`config.mk`:
```
export PLATFORM = sky130hd
export DESIGN_NAME = uart_rx_word_packer_flat
export DESIGN_NICKNAME = d
export VERILOG_FILES = /design/src/rtl/uart_pkg.sv /design/src/rtl/uart_rx_word_packer_if.sv /design/src/rtl/uart_rx_core.sv /design/src/rtl/uart_rx_word_packer.sv /design/src/flat_wrapper.sv
export SDC_FILE = /design/constraint.sdc
export NUM_CORES = 1
export LEC_CHECK = 0
export CAP_MARGIN = 20
export CORE_MARGIN = 3
export CORE_UTILIZATION = 45
export DETAILED_ROUTE_END_ITERATION = 8
export HOLD_SLACK_MARGIN = 0.02
export PLACE_DENSITY = 0.67
export SETUP_SLACK_MARGIN = 0.3
export SKIP_CTS_REPAIR_TIMING = 1
export SYNTH_ARGS = -nofsm -noshare
export SYNTH_HDL_FRONTEND = slang
export SYNTH_SLANG_ARGS = --single-unit
export TNS_END_PERCENT = 5
```
`constraint.sdc`:
```
create_clock -name clock -period 2.7 [get_ports clock]
set_input_delay 0.54 -clock clock [delete_from_list [all_inputs] [get_ports clock]]
set_output_delay 0.54 -clock clock [all_outputs]
set_load 0.01 [all_outputs]
```
`src/rtl/uart_pkg.sv`:
```
// Shared UART receive definitions: frame FSM states and line constants.
package uart_pkg;

  localparam int   UART_DATA_BITS  = 8;
  localparam logic UART_IDLE_LEVEL = 1'b1;

  typedef enum logic [2:0] {
    IDLE  = 3'd0,
    START = 3'd1,
    DATA  = 3'd2,
    STOP  = 3'd3,
    BREAK = 3'd4
  } uartState_e;

endpackage

```
`src/rtl/uart_rx_word_packer_if.sv`:
```
// Word handshake, control pulses and status flags between the packer and its consumer.
interface uart_rx_word_packer_if;

  logic [15:0] word_out;
  logic        word_valid;
  logic        word_ready;
  logic        flush;
  logic        clear_errors;
  logic        half_pending;
  logic        framing_error;
  logic        overrun;

  modport master (
    output word_out, word_valid, half_pending, framing_error, overrun,
    input  word_ready, flush, clear_errors
  );

  modport slave (
    input  word_out, word_valid, half_pending, framing_error, overrun,
    output word_ready, flush, clear_errors
  );

endinterface

```
`src/rtl/uart_rx_core.sv`:
```
// 8N1 receiver: input synchroniser, frame FSM and bit timing; emits one-cycle byte / framing pulses.
module uart_rx_core
  import uart_pkg::*;
#(
  parameter int CLKS_PER_BIT = 16,
  parameter int SYNC_STAGES  = 2
) (
  input  logic                      clock,
  input  logic                      resetn,
  input  logic                      rxd,
  output logic [UART_DATA_BITS-1:0] rx_byte,
  output logic                      rx_byte_valid,
  output logic                      rx_frame_err
);

  localparam int                CNT_W    = $clog2(CLKS_PER_BIT);
  localparam logic [CNT_W-1:0]  CNT_LAST = CNT_W'(CLKS_PER_BIT - 1);
  localparam logic [CNT_W-1:0]  CNT_MID  = CNT_W'(CLKS_PER_BIT / 2 - 1);
  localparam logic [2:0]        BIT_LAST = 3'(UART_DATA_BITS - 1);

  logic [SYNC_STAGES-1:0]    syncChain_r;
  logic                      rxs_s;
  uartState_e                state_r;
  uartState_e                stateNext_s;
  logic [CNT_W-1:0]          cnt_r;
  logic [2:0]                bitIdx_r;
  logic [UART_DATA_BITS-1:0] shift_r;
  logic                      stopSample_s;

  assign rxs_s = syncChain_r[SYNC_STAGES-1];

  always_ff @(posedge clock or negedge resetn) begin
    if (!resetn) begin
      syncChain_r <= {SYNC_STAGES{UART_IDLE_LEVEL}};
    end else begin
      syncChain_r <= {syncChain_r[SYNC_STAGES-2:0], rxd};
    end
  end

  always_ff @(posedge clock or negedge resetn) begin
    if (!resetn) begin
      state_r <= IDLE;
    end else begin
      state_r <= stateNext_s;
    end
  end

  always_comb begin
    stateNext_s = state_r;
    case (state_r)
      IDLE: begin
        if (rxs_s != UART_IDLE_LEVEL) stateNext_s = START;
        else                          stateNext_s = IDLE;
      end
      START: begin
        // A start bit that is high again at its midpoint was only a glitch.
        if (cnt_r == CNT_MID) begin
          if (rxs_s == UART_IDLE_LEVEL) stateNext_s = IDLE;
          else                          stateNext_s = DATA;
        end else begin
          stateNext_s = START;
        end
      end
      DATA: begin
        if ((cnt_r == CNT_LAST) && (bitIdx_r == BIT_LAST)) stateNext_s = STOP;
        else                                               stateNext_s = DATA;
      end
      STOP: begin
        if (cnt_r == CNT_LAST) begin
          if (rxs_s == UART_IDLE_LEVEL) stateNext_s = IDLE;
          else                          stateNext_s = BREAK;
        end else begin
          stateNext_s = STOP;
        end
      end
      BREAK: begin
        if (rxs_s == UART_IDLE_LEVEL) stateNext_s = IDLE;
        else                          stateNext_s = BREAK;
      end
      default: stateNext_s = IDLE;
    endcase
  end

  always_comb begin
    stopSample_s  = (state_r == STOP) && (cnt_r == CNT_LAST);
    rx_byte       = shift_r;
    rx_byte_valid = stopSample_s && (rxs_s == UART_IDLE_LEVEL);
    rx_frame_err  = stopSample_s && (rxs_s != UART_IDLE_LEVEL);
  end

  // After the half-bit START wait, each full-bit count ends at a bit midpoint.
  always_ff @(posedge clock or negedge resetn) begin
    if (!resetn) begin
      cnt_r    <= '0;
      bitIdx_r <= 3'd0;
      shift_r  <= '0;
    end else begin
      case (state_r)
        START: begin
          cnt_r    <= (cnt_r == CNT_MID) ? '0 : cnt_r + CNT_W'(1);
          bitIdx_r <= 3'd0;
        end
        DATA: begin
          if (cnt_r == CNT_LAST) begin
            cnt_r    <= '0;
            shift_r  <= {rxs_s, shift_r[UART_DATA_BITS-1:1]};
            bitIdx_r <= bitIdx_r + 3'd1;
          end else begin
            cnt_r <= cnt_r + CNT_W'(1);
          end
        end
        STOP: begin
          cnt_r <= (cnt_r == CNT_LAST) ? '0 : cnt_r + CNT_W'(1);
        end
        default: begin
          cnt_r    <= '0;
          bitIdx_r <= 3'd0;
        end
      endcase
    end
  end

endmodule

```
`src/rtl/uart_rx_word_packer.sv`:
```
// Packs received byte pairs into 16-bit words {first, second} behind a valid/ready handshake
// with sticky framing and overrun flags.
module uart_rx_word_packer
  import uart_pkg::*;
#(
  parameter int CLKS_PER_BIT = 16,
  parameter int SYNC_STAGES  = 2
) (
  input  logic                         clock,
  input  logic                         resetn,
  input  logic                         fpga_rxd,
  uart_rx_word_packer_if.master        bus
);

  logic [UART_DATA_BITS-1:0] rxByte_s;
  logic                      rxByteValid_s;
  logic                      rxFrameErr_s;

  logic [7:0]  highByte_r, highNext_s;
  logic        halfPending_r, halfNext_s;
  logic [15:0] wordOut_r, wordNext_s;
  logic        wordValid_r, validNext_s;
  logic        framing_r, framingNext_s;
  logic        overrun_r, overrunNext_s;
  logic        complete_s;
  logic        transfer_s;
  logic        overrunEvent_s;
  logic [15:0] newWord_s;

  uart_rx_core #(
    .CLKS_PER_BIT (CLKS_PER_BIT),
    .SYNC_STAGES  (SYNC_STAGES)
  ) u_core (
    .clock         (clock),
    .resetn        (resetn),
    .rxd           (fpga_rxd),
    .rx_byte       (rxByte_s),
    .rx_byte_valid (rxByteValid_s),
    .rx_frame_err  (rxFrameErr_s)
  );

  // A byte acceptance outranks flush; flush only emits into an empty output slot.
  always_comb begin
    transfer_s  = wordValid_r && bus.word_ready;
    highNext_s  = highByte_r;
    halfNext_s  = halfPending_r;
    complete_s  = 1'b0;
    newWord_s   = 16'h0000;
    if (rxByteValid_s) begin
      if (halfPending_r) begin
        complete_s = 1'b1;
        newWord_s  = {highByte_r, rxByte_s};
        halfNext_s = 1'b0;
      end else begin
        highNext_s = rxByte_s;
        halfNext_s = 1'b1;
      end
    end else if (bus.flush && halfPending_r && !wordValid_r) begin
      complete_s = 1'b1;
      newWord_s  = {highByte_r, 8'h00};
      halfNext_s = 1'b0;
    end else begin
      complete_s = 1'b0;
    end
  end

  always_comb begin
    wordNext_s     = wordOut_r;
    validNext_s    = wordValid_r;
    overrunEvent_s = 1'b0;
    if (complete_s) begin
      if (!wordValid_r || transfer_s) begin
        wordNext_s  = newWord_s;
        validNext_s = 1'b1;
      end else begin
        overrunEvent_s = 1'b1;
      end
    end else if (transfer_s) begin
      validNext_s = 1'b0;
    end else begin
      validNext_s = wordValid_r;
    end
    // A fresh error in the clearing cycle keeps its flag set.
    framingNext_s = (framing_r && !bus.clear_errors) || rxFrameErr_s;
    overrunNext_s = (overrun_r && !bus.clear_errors) || overrunEvent_s;
  end

  always_ff @(posedge clock or negedge resetn) begin
    if (!resetn) begin
      highByte_r    <= 8'h00;
      halfPending_r <= 1'b0;
      wordOut_r     <= 16'h0000;
      wordValid_r   <= 1'b0;
      framing_r     <= 1'b0;
      overrun_r     <= 1'b0;
    end else begin
      highByte_r    <= highNext_s;
      halfPending_r <= halfNext_s;
      wordOut_r     <= wordNext_s;
      wordValid_r   <= validNext_s;
      framing_r     <= framingNext_s;
      overrun_r     <= overrunNext_s;
    end
  end

  assign bus.word_out      = wordOut_r;
  assign bus.word_valid    = wordValid_r;
  assign bus.half_pending  = halfPending_r;
  assign bus.framing_error = framing_r;
  assign bus.overrun       = overrun_r;

endmodule

```
`src/flat_wrapper.sv`:
```
// flat-port wrapper written by rule: the top's interface ports become plain ports
module uart_rx_word_packer_flat import uart_pkg::*;
#(
  parameter int CLKS_PER_BIT = 16,
  parameter int SYNC_STAGES  = 2
)
  (clock, resetn, fpga_rxd, bus_word_out, bus_word_valid, bus_half_pending, bus_framing_error, bus_overrun, bus_word_ready, bus_flush, bus_clear_errors);
  uart_rx_word_packer_if bus_i ();
  input  logic clock;
  input  logic resetn;
  input  logic fpga_rxd;
  output wire logic [$bits(bus_i.word_out)-1:0] bus_word_out;
  output wire logic [$bits(bus_i.word_valid)-1:0] bus_word_valid;
  output wire logic [$bits(bus_i.half_pending)-1:0] bus_half_pending;
  output wire logic [$bits(bus_i.framing_error)-1:0] bus_framing_error;
  output wire logic [$bits(bus_i.overrun)-1:0] bus_overrun;
  input wire logic [$bits(bus_i.word_ready)-1:0] bus_word_ready;
  input wire logic [$bits(bus_i.flush)-1:0] bus_flush;
  input wire logic [$bits(bus_i.clear_errors)-1:0] bus_clear_errors;
  assign bus_word_out = bus_i.word_out;
  assign bus_word_valid = bus_i.word_valid;
  assign bus_half_pending = bus_i.half_pending;
  assign bus_framing_error = bus_i.framing_error;
  assign bus_overrun = bus_i.overrun;
  assign bus_i.word_ready = bus_word_ready;
  assign bus_i.flush = bus_flush;
  assign bus_i.clear_errors = bus_clear_errors;
  uart_rx_word_packer #(.CLKS_PER_BIT(CLKS_PER_BIT), .SYNC_STAGES(SYNC_STAGES)) u_core (.clock(clock), .resetn(resetn), .fpga_rxd(fpga_rxd), .bus(bus_i));
endmodule
```
==> metrics.txt, run 1 <==
initial antenna violation count=0; Final Hold Viols=0; crit path max fanout=8; hpwl dp=~2500 um; Crit path largest cell delay=0.42 ns; Area growth syn-to-layout=20.8%; min Tclk post-route=between 2 and 2.5 ns; DRC Markers=0; Critical Path End Type=flip-flop; global-route wire length before repair=around 6300 um; EDFF count, synth=0; Slew @ Worst Pin=just over 0.7 ns; routability cong.=0.782; post-synth top area share=58.4%; Skew-Pair Late Insertion Delay=~0.30 ns; synth warn=0; CTS sink cnt=48; final design utilization=between 50 and 60%; CP Data Required Time=2.89 ns; Max stage delay cell, worst path=nand2b_1; Die Wd=between 70 and 80 um; number of diodes=0; syn_area_per_cell=approximately 13 sq um; Highest Clock Rate=0.470 GHz; IO buf count=25; antenna viol nets, final=0; grt ovf=0; mux cell area share after synthesis=a little over an eighth; vias in the first global route=1284; Synth area leaders=dfrtp_1 58%, mux2_2 14%, nand2_1 4.2%, o21ai_0 3.8%, dfstp_2 2.7%; crit path DAT=approximately 2.3 ns; Mapped Cells=156; WL/cell=~15 um; largest net degree at the start of global routing=35; crit start category=flip-flop; maxcap violations=0; relative slew slack=around half; Storage cell area=1200 sq um; Compound-Gate Fraction of Synth Area=7.37%; clock buffer depth=2; via/cell ratio=around 5.2; Cell Pwr Density=624 nW/um^2; Synth Area in XOR/XNOR=1.33%; adder-cell share of the synthesized area=1.91%; synthesized flop and latch total=between 40 and 50; IO Pins=26; top_reg_cell synth=dfrtp_1; setup TNS=0 ns; die area=approximately 5200 sq um; number of buffers created by CTS=5; status=finished clean; drt total wl=3530 um; Initial Util=between 40% and 50%; most instantiated cells after synthesis=46 x dfrtp_1, 24 x mux2_2, 22 x nand2_1; Mapped Area=between 1500 and 2000 sq um; CTS tree=done; Reg clk slew, reported paths=~0.090 ns; register area share after synthesis=between 60% and 70%; final setup fails=0; Iter 0 DRT Violations=77; First-pass DRT Iterations=4; fin crit share=about four fifths; Tot GR Track Use=between 10% and 20%; Synth Area in Simple Gates=a little over an eighth; Final nets=around 200; worst path cell trace=ha_1 -> nand4_4 -> nor4b_4 -> nand2b_1 -> mux2_2; post-synth cell types=29; Layout fillers=around 340; H-tree depth=2; area occupied by multi-input gates=roughly 740 sq um; P_leak=1.09 nW; share of cells above drive strength 1=23.2%; most frequent cell after synthesis=dfrtp_1; syn nets=around 170; Post-synth ARST share=100%; Core Region=4120 sq um; Min-Delay Path Class=input pin to async pin; Std-Cell Rows=23; clk_skew=approximately 0.007 ns; CTS Root Cell=clkbuf_8; RSZ-0062 raised after global routing=false; kind of critical path=flip-flop to flip-flop; Slew Viols, Final=0; Vert. Die Dim=72.2 um; Yosys top cell by area=dfrtp_1; Peak VDD IR=around 0.00040 V; largest family of logic cells by synthesized area=multiplexers; via count=roughly 1300
[through the flow]
stage	hold WS [ns]	setup WS [ns]	cells	area, sq um	total power, mW
detailed placement	0.348	0.363	232	2290	1.07
CTS	0.133	0.550	240	2380	1.50
global route	0.145	0.420	240	2380	1.57
finish	0.127	0.572	240	2380	1.49
global placement	0.346	0.446	232	2290	1.06
floorplan	0.244	0.814	156	1970	1.00
[per-layer routing]
metal  global-route usage (%)  routed length, um  vias up
met1                     22.2               1680      619
met4                     5.64                 59        0
met2                     24.1               1680       22
met5                        0                  0        -
met3                     3.74                119        6
li1                         -                  -      607
[worst max-delay path: cells and delay by family, from the launching register on]
kind	cells	cell delay (ns)
and+or+nand+nor	3	0.93
muxes	1	0.39
DFF	1	0.37
adders and majority gates	1	0.32
[area by class of cell]
class,count,area share (%)
clock buffer,6,3.47
clock inverter,2,0.421
inverter,2,0.315
multi-input combinational,103,31.0
sequential,48,50.6
tap,50,2.63
timing repair buffer,29,11.6
[sequential cells by signal, summed over array words and instances, names as in the netlist, 2 cells and up]
name	count
u_core.bus.word_out	16
u_core.highByte_r	8
u_core.u_core.rx_byte	8
u_core.u_core.cnt_r	4
u_core.u_core.bitIdx_r	3
u_core.u_core.state_r	3
u_core.u_core.syncChain_r	2
[final timing paths]
kind / from / to / slack, ns / depth (start not counted)
worst min-delay path: resetn / u_core.bus.half_pending / 0.13 / 1
worst max-delay path: u_core.u_core.cnt_r[0] / u_core.bus.word_out[12] / 0.57 / 5
min in group clock: u_core.u_core.syncChain_r[0] / u_core.u_core.syncChain_r[1] / 0.36 / 0
worst max register to register: u_core.u_core.cnt_r[0] / u_core.bus.word_out[12] / 0.57 / 5
worst min register to register: u_core.u_core.syncChain_r[0] / u_core.u_core.syncChain_r[1] / 0.36 / 0
max in group asynchronous: resetn / u_core.bus.word_out[4] / 1.85 / 2
[power by group]
group	switching [mW]	internal [mW]	total (mW)
Combinational	0.111	0.0895	0.200
Sequential	0.0821	0.771	0.853
Clock	0.228	0.205	0.433
[logic make-up (layout without fill, tap and decap cells)]
logic type,count (synthesis),count (layout)
AOI/OAI and AO/OA,25,25
buffers and inverters,5,39
adders and majority gates,3,3
and+or+nand+nor,48,48
xor gates and xnor gates,3,3
muxes,24,24
DFF,48,48
[cell usage in the layout (no fill, tap or decap), types with 3 or more instances in the layout]
cell type        count
nor2_1              10
clkbuf_8             6
nand2_1             22
ha_1                 3
clkdlybuf4s50_1     24
dfrtp_1             46
buf_4                4
nand2b_1             3
nor2b_1              3
mux2_2              24
o21ai_0             15
a21oi_1              4
Power figures use the tool's default switching activity.
==> inputs of run 2 (changes only) <==
--- a/config.mk
+++ b/config.mk
@@ -10,7 +10,7 @@
 export CORE_UTILIZATION = 45
 export DETAILED_ROUTE_END_ITERATION = 8
 export HOLD_SLACK_MARGIN = 0.02
-export PLACE_DENSITY = 0.67
+export PLACE_DENSITY = 0.7
 export SETUP_SLACK_MARGIN = 0.3
 export SKIP_CTS_REPAIR_TIMING = 1
 export SYNTH_ARGS = -nofsm -noshare
==> constraint.sdc (replaced) <==
create_clock -name clock -period 1.7 [get_ports clock]
set_input_delay 0.34 -clock clock [delete_from_list [all_inputs] [get_ports clock]]
set_output_delay 0.34 -clock clock [all_outputs]
set_load 0.01 [all_outputs]
==> metrics.txt, run 2 (synthesized netlist as in run 1, its figures left out) <==
status=finished, violations left; failing checks=setup timing; Min-Delay Path Class=input pin to async pin; CTS Root Cell=clkbuf_8; maxcap violations=0; final setup fails=8; crit path max fanout=4; Std-Cell Rows=23; Final Hold Viols=0; clock buffer depth=2; commonest non-fill, non-tap cell in the layout=dfrtp_1; drt total wl=4390 um; P_leak=between 1.5 and 2 nW; Highest Clock Rate=around 0.57 GHz; die area=~5200 sq um; min Tclk post-route=approximately 1.8 ns; Worst Setup Slack, final=-0.0610 ns; FF-to-FF Start=u_core.u_core.cnt_r[1]; IO buf count=25; Vert. Die Dim=roughly 72 um; CP Data Required Time=approximately 1.9 ns; number of buffers created by CTS=5; H-tree depth=2; switching pwr=0.782 mW; number of flip-flops in the largest register=16; worst r2r dst=u_core.bus.word_out[12]; Final nets=219; Buf+Inv Stages, Crit Path=1; DRC Markers=0; routability cong.=~0.8; First-pass DRT Iterations=4; Skew-Pair Late Insertion Delay=approximately 0.29 ns; Storage cell area=roughly 1200 sq um; RSZ-0062 raised after global routing=true; crit start category=flip-flop; R2R cell count=6; Critical Path End Type=flip-flop; antenna viol nets, final=0; Finished Cell Area=roughly 2900 sq um; Max stage delay cell, worst path=dfrtp_1; register-to-register path setup slack=-0.06 ns; global-route wire length before repair=roughly 6700 um; clock share of power=between 20% and 30%; Die Wd=72.2 um; relative slew slack=a little over 80%; Placement Setup Slack=-0.207 ns; hpwl dp=2900 um; largest net degree at the start of global routing=49; internal power=a little under 2 mW; commonest non-fill, non-tap cells in the layout=45 x dfrtp_1, 20 x buf_4, 19 x dlymetal6s2s_1; via/cell ratio=5.44; setup TNS=-0.438 ns; Layout fillers=293; Peak VDD IR=0.000557 V; CTS tree=done; Area growth syn-to-layout=45.2%; Cell Pwr Density=953 nW/um^2; worst path cell trace=ha_4 -> nand4_4 -> nor4b_4 -> nand2b_4 -> buf_6 -> mux2_4; kind of critical path=flip-flop to flip-flop; share of cells above drive strength 1=44.1%; Slew @ Worst Pin=just under 0.3 ns; CP delay by family, top=simple AND/OR/NAND/NOR gates; Reg clk slew, reported paths=about 0.090 ns; post-place instance area=around 2400 sq um; Core Region=4120 sq um; via count=1421; IO Pins=26; fin crit share=104%; vias in the first global route=approximately 1400; Slew Viols, Final=0; CTS sink cnt=between 40 and 50; Iter 0 DRT Violations=between 50 and 60; Initial Util=a little under half; combinational power share=between 20% and 30%; area occupied by multi-input gates=between 900 and 1000 sq um; grt ovf=0; Sw Share=between 20% and 30%; Tot GR Track Use=16.9%; WL/cell=16.8 um; Crit path largest cell delay=just over 0.4 ns; crit path DAT=1.95 ns; initial antenna violation count=0; sequential share of power=47.9%; clk_skew=between 0.004 and 0.005 ns; number of diodes=0
[run 2: changes by cell type in the layout (fill, tap and decap cells not counted), moves of 8 or more]
| cell | change |
|---|---|
| mux2_2 | -14 |
| nand2_4 | +8 |
| o21ai_0 | -11 |
| mux2_4 | +14 |
| o21ai_2 | +9 |
| clkdlybuf4s50_1 | -19 |
| nand2_1 | -10 |
| dlymetal6s2s_1 | +19 |
| buf_4 | +16 |
[run 2: power by group through the flow]
| stage | Combinational [mW] | Sequential, mW | Clock (mW) |
|---|---|---|---|
| final | 0.616 | 1.31 | 0.803 |
| after global routing | 0.677 | 1.32 | 0.868 |
| after global placement | 0.494 | 1.31 | 0 |
| after CTS | 0.527 | 1.29 | 0.827 |
| after floorplan | 0.264 | 1.33 | 0 |
| after detailed placement | 0.523 | 1.31 | 0 |
[run 2: metal layers]
layer  GRT usage, %  vias up  wire [um]
met5              0        -          0
met4           7.10        0         91
met3           3.88       10        168
met2           26.6       31       2230
met1           22.6      730       1900
li1               -      650          -
[run 2: worst max-delay path by stage]
stage | start | to | slack, ns | depth (start not counted)
after floorplan | u_core.u_core.syncChain_r[1] | u_core.bus.word_out[10] | -0.13 | 5
after global placement | bus_word_ready | u_core.bus.word_out[11] | -0.18 | 6
after detailed placement | bus_word_ready | u_core.bus.word_out[12] | -0.21 | 6
after CTS | u_core.u_core.syncChain_r[1] | u_core.bus.word_out[12] | -0.07 | 5
after global routing | u_core.u_core.cnt_r[1] | u_core.bus.word_out[8] | -0.13 | 6
final | u_core.u_core.cnt_r[1] | u_core.bus.word_out[12] | -0.06 | 6
[run 2: final cells by class]
cell class | instances | area share [%]
Clock buffer | 6 | 2.54
Sequential cell | 48 | 42.1
Tap cell | 50 | 2.19
Inverter | 2 | 0.262
Clock inverter | 2 | 1.22
Multi-Input combinational cell | 103 | 33.6
Timing Repair Buffer | 50 | 18.1
[run 2: per-stage QoR]
step                util (%)  total power [mW]  hold WS [ns]  instances
finish                  69.5              2.73        0.0182        261
global route            69.5              2.86        0.0295        261
CTS                     61.8              2.65        0.0203        258
detailed placement      59.2              1.84         0.340        250
global placement        59.2              1.80         0.338        250
floorplan                  -              1.60        0.0444        156
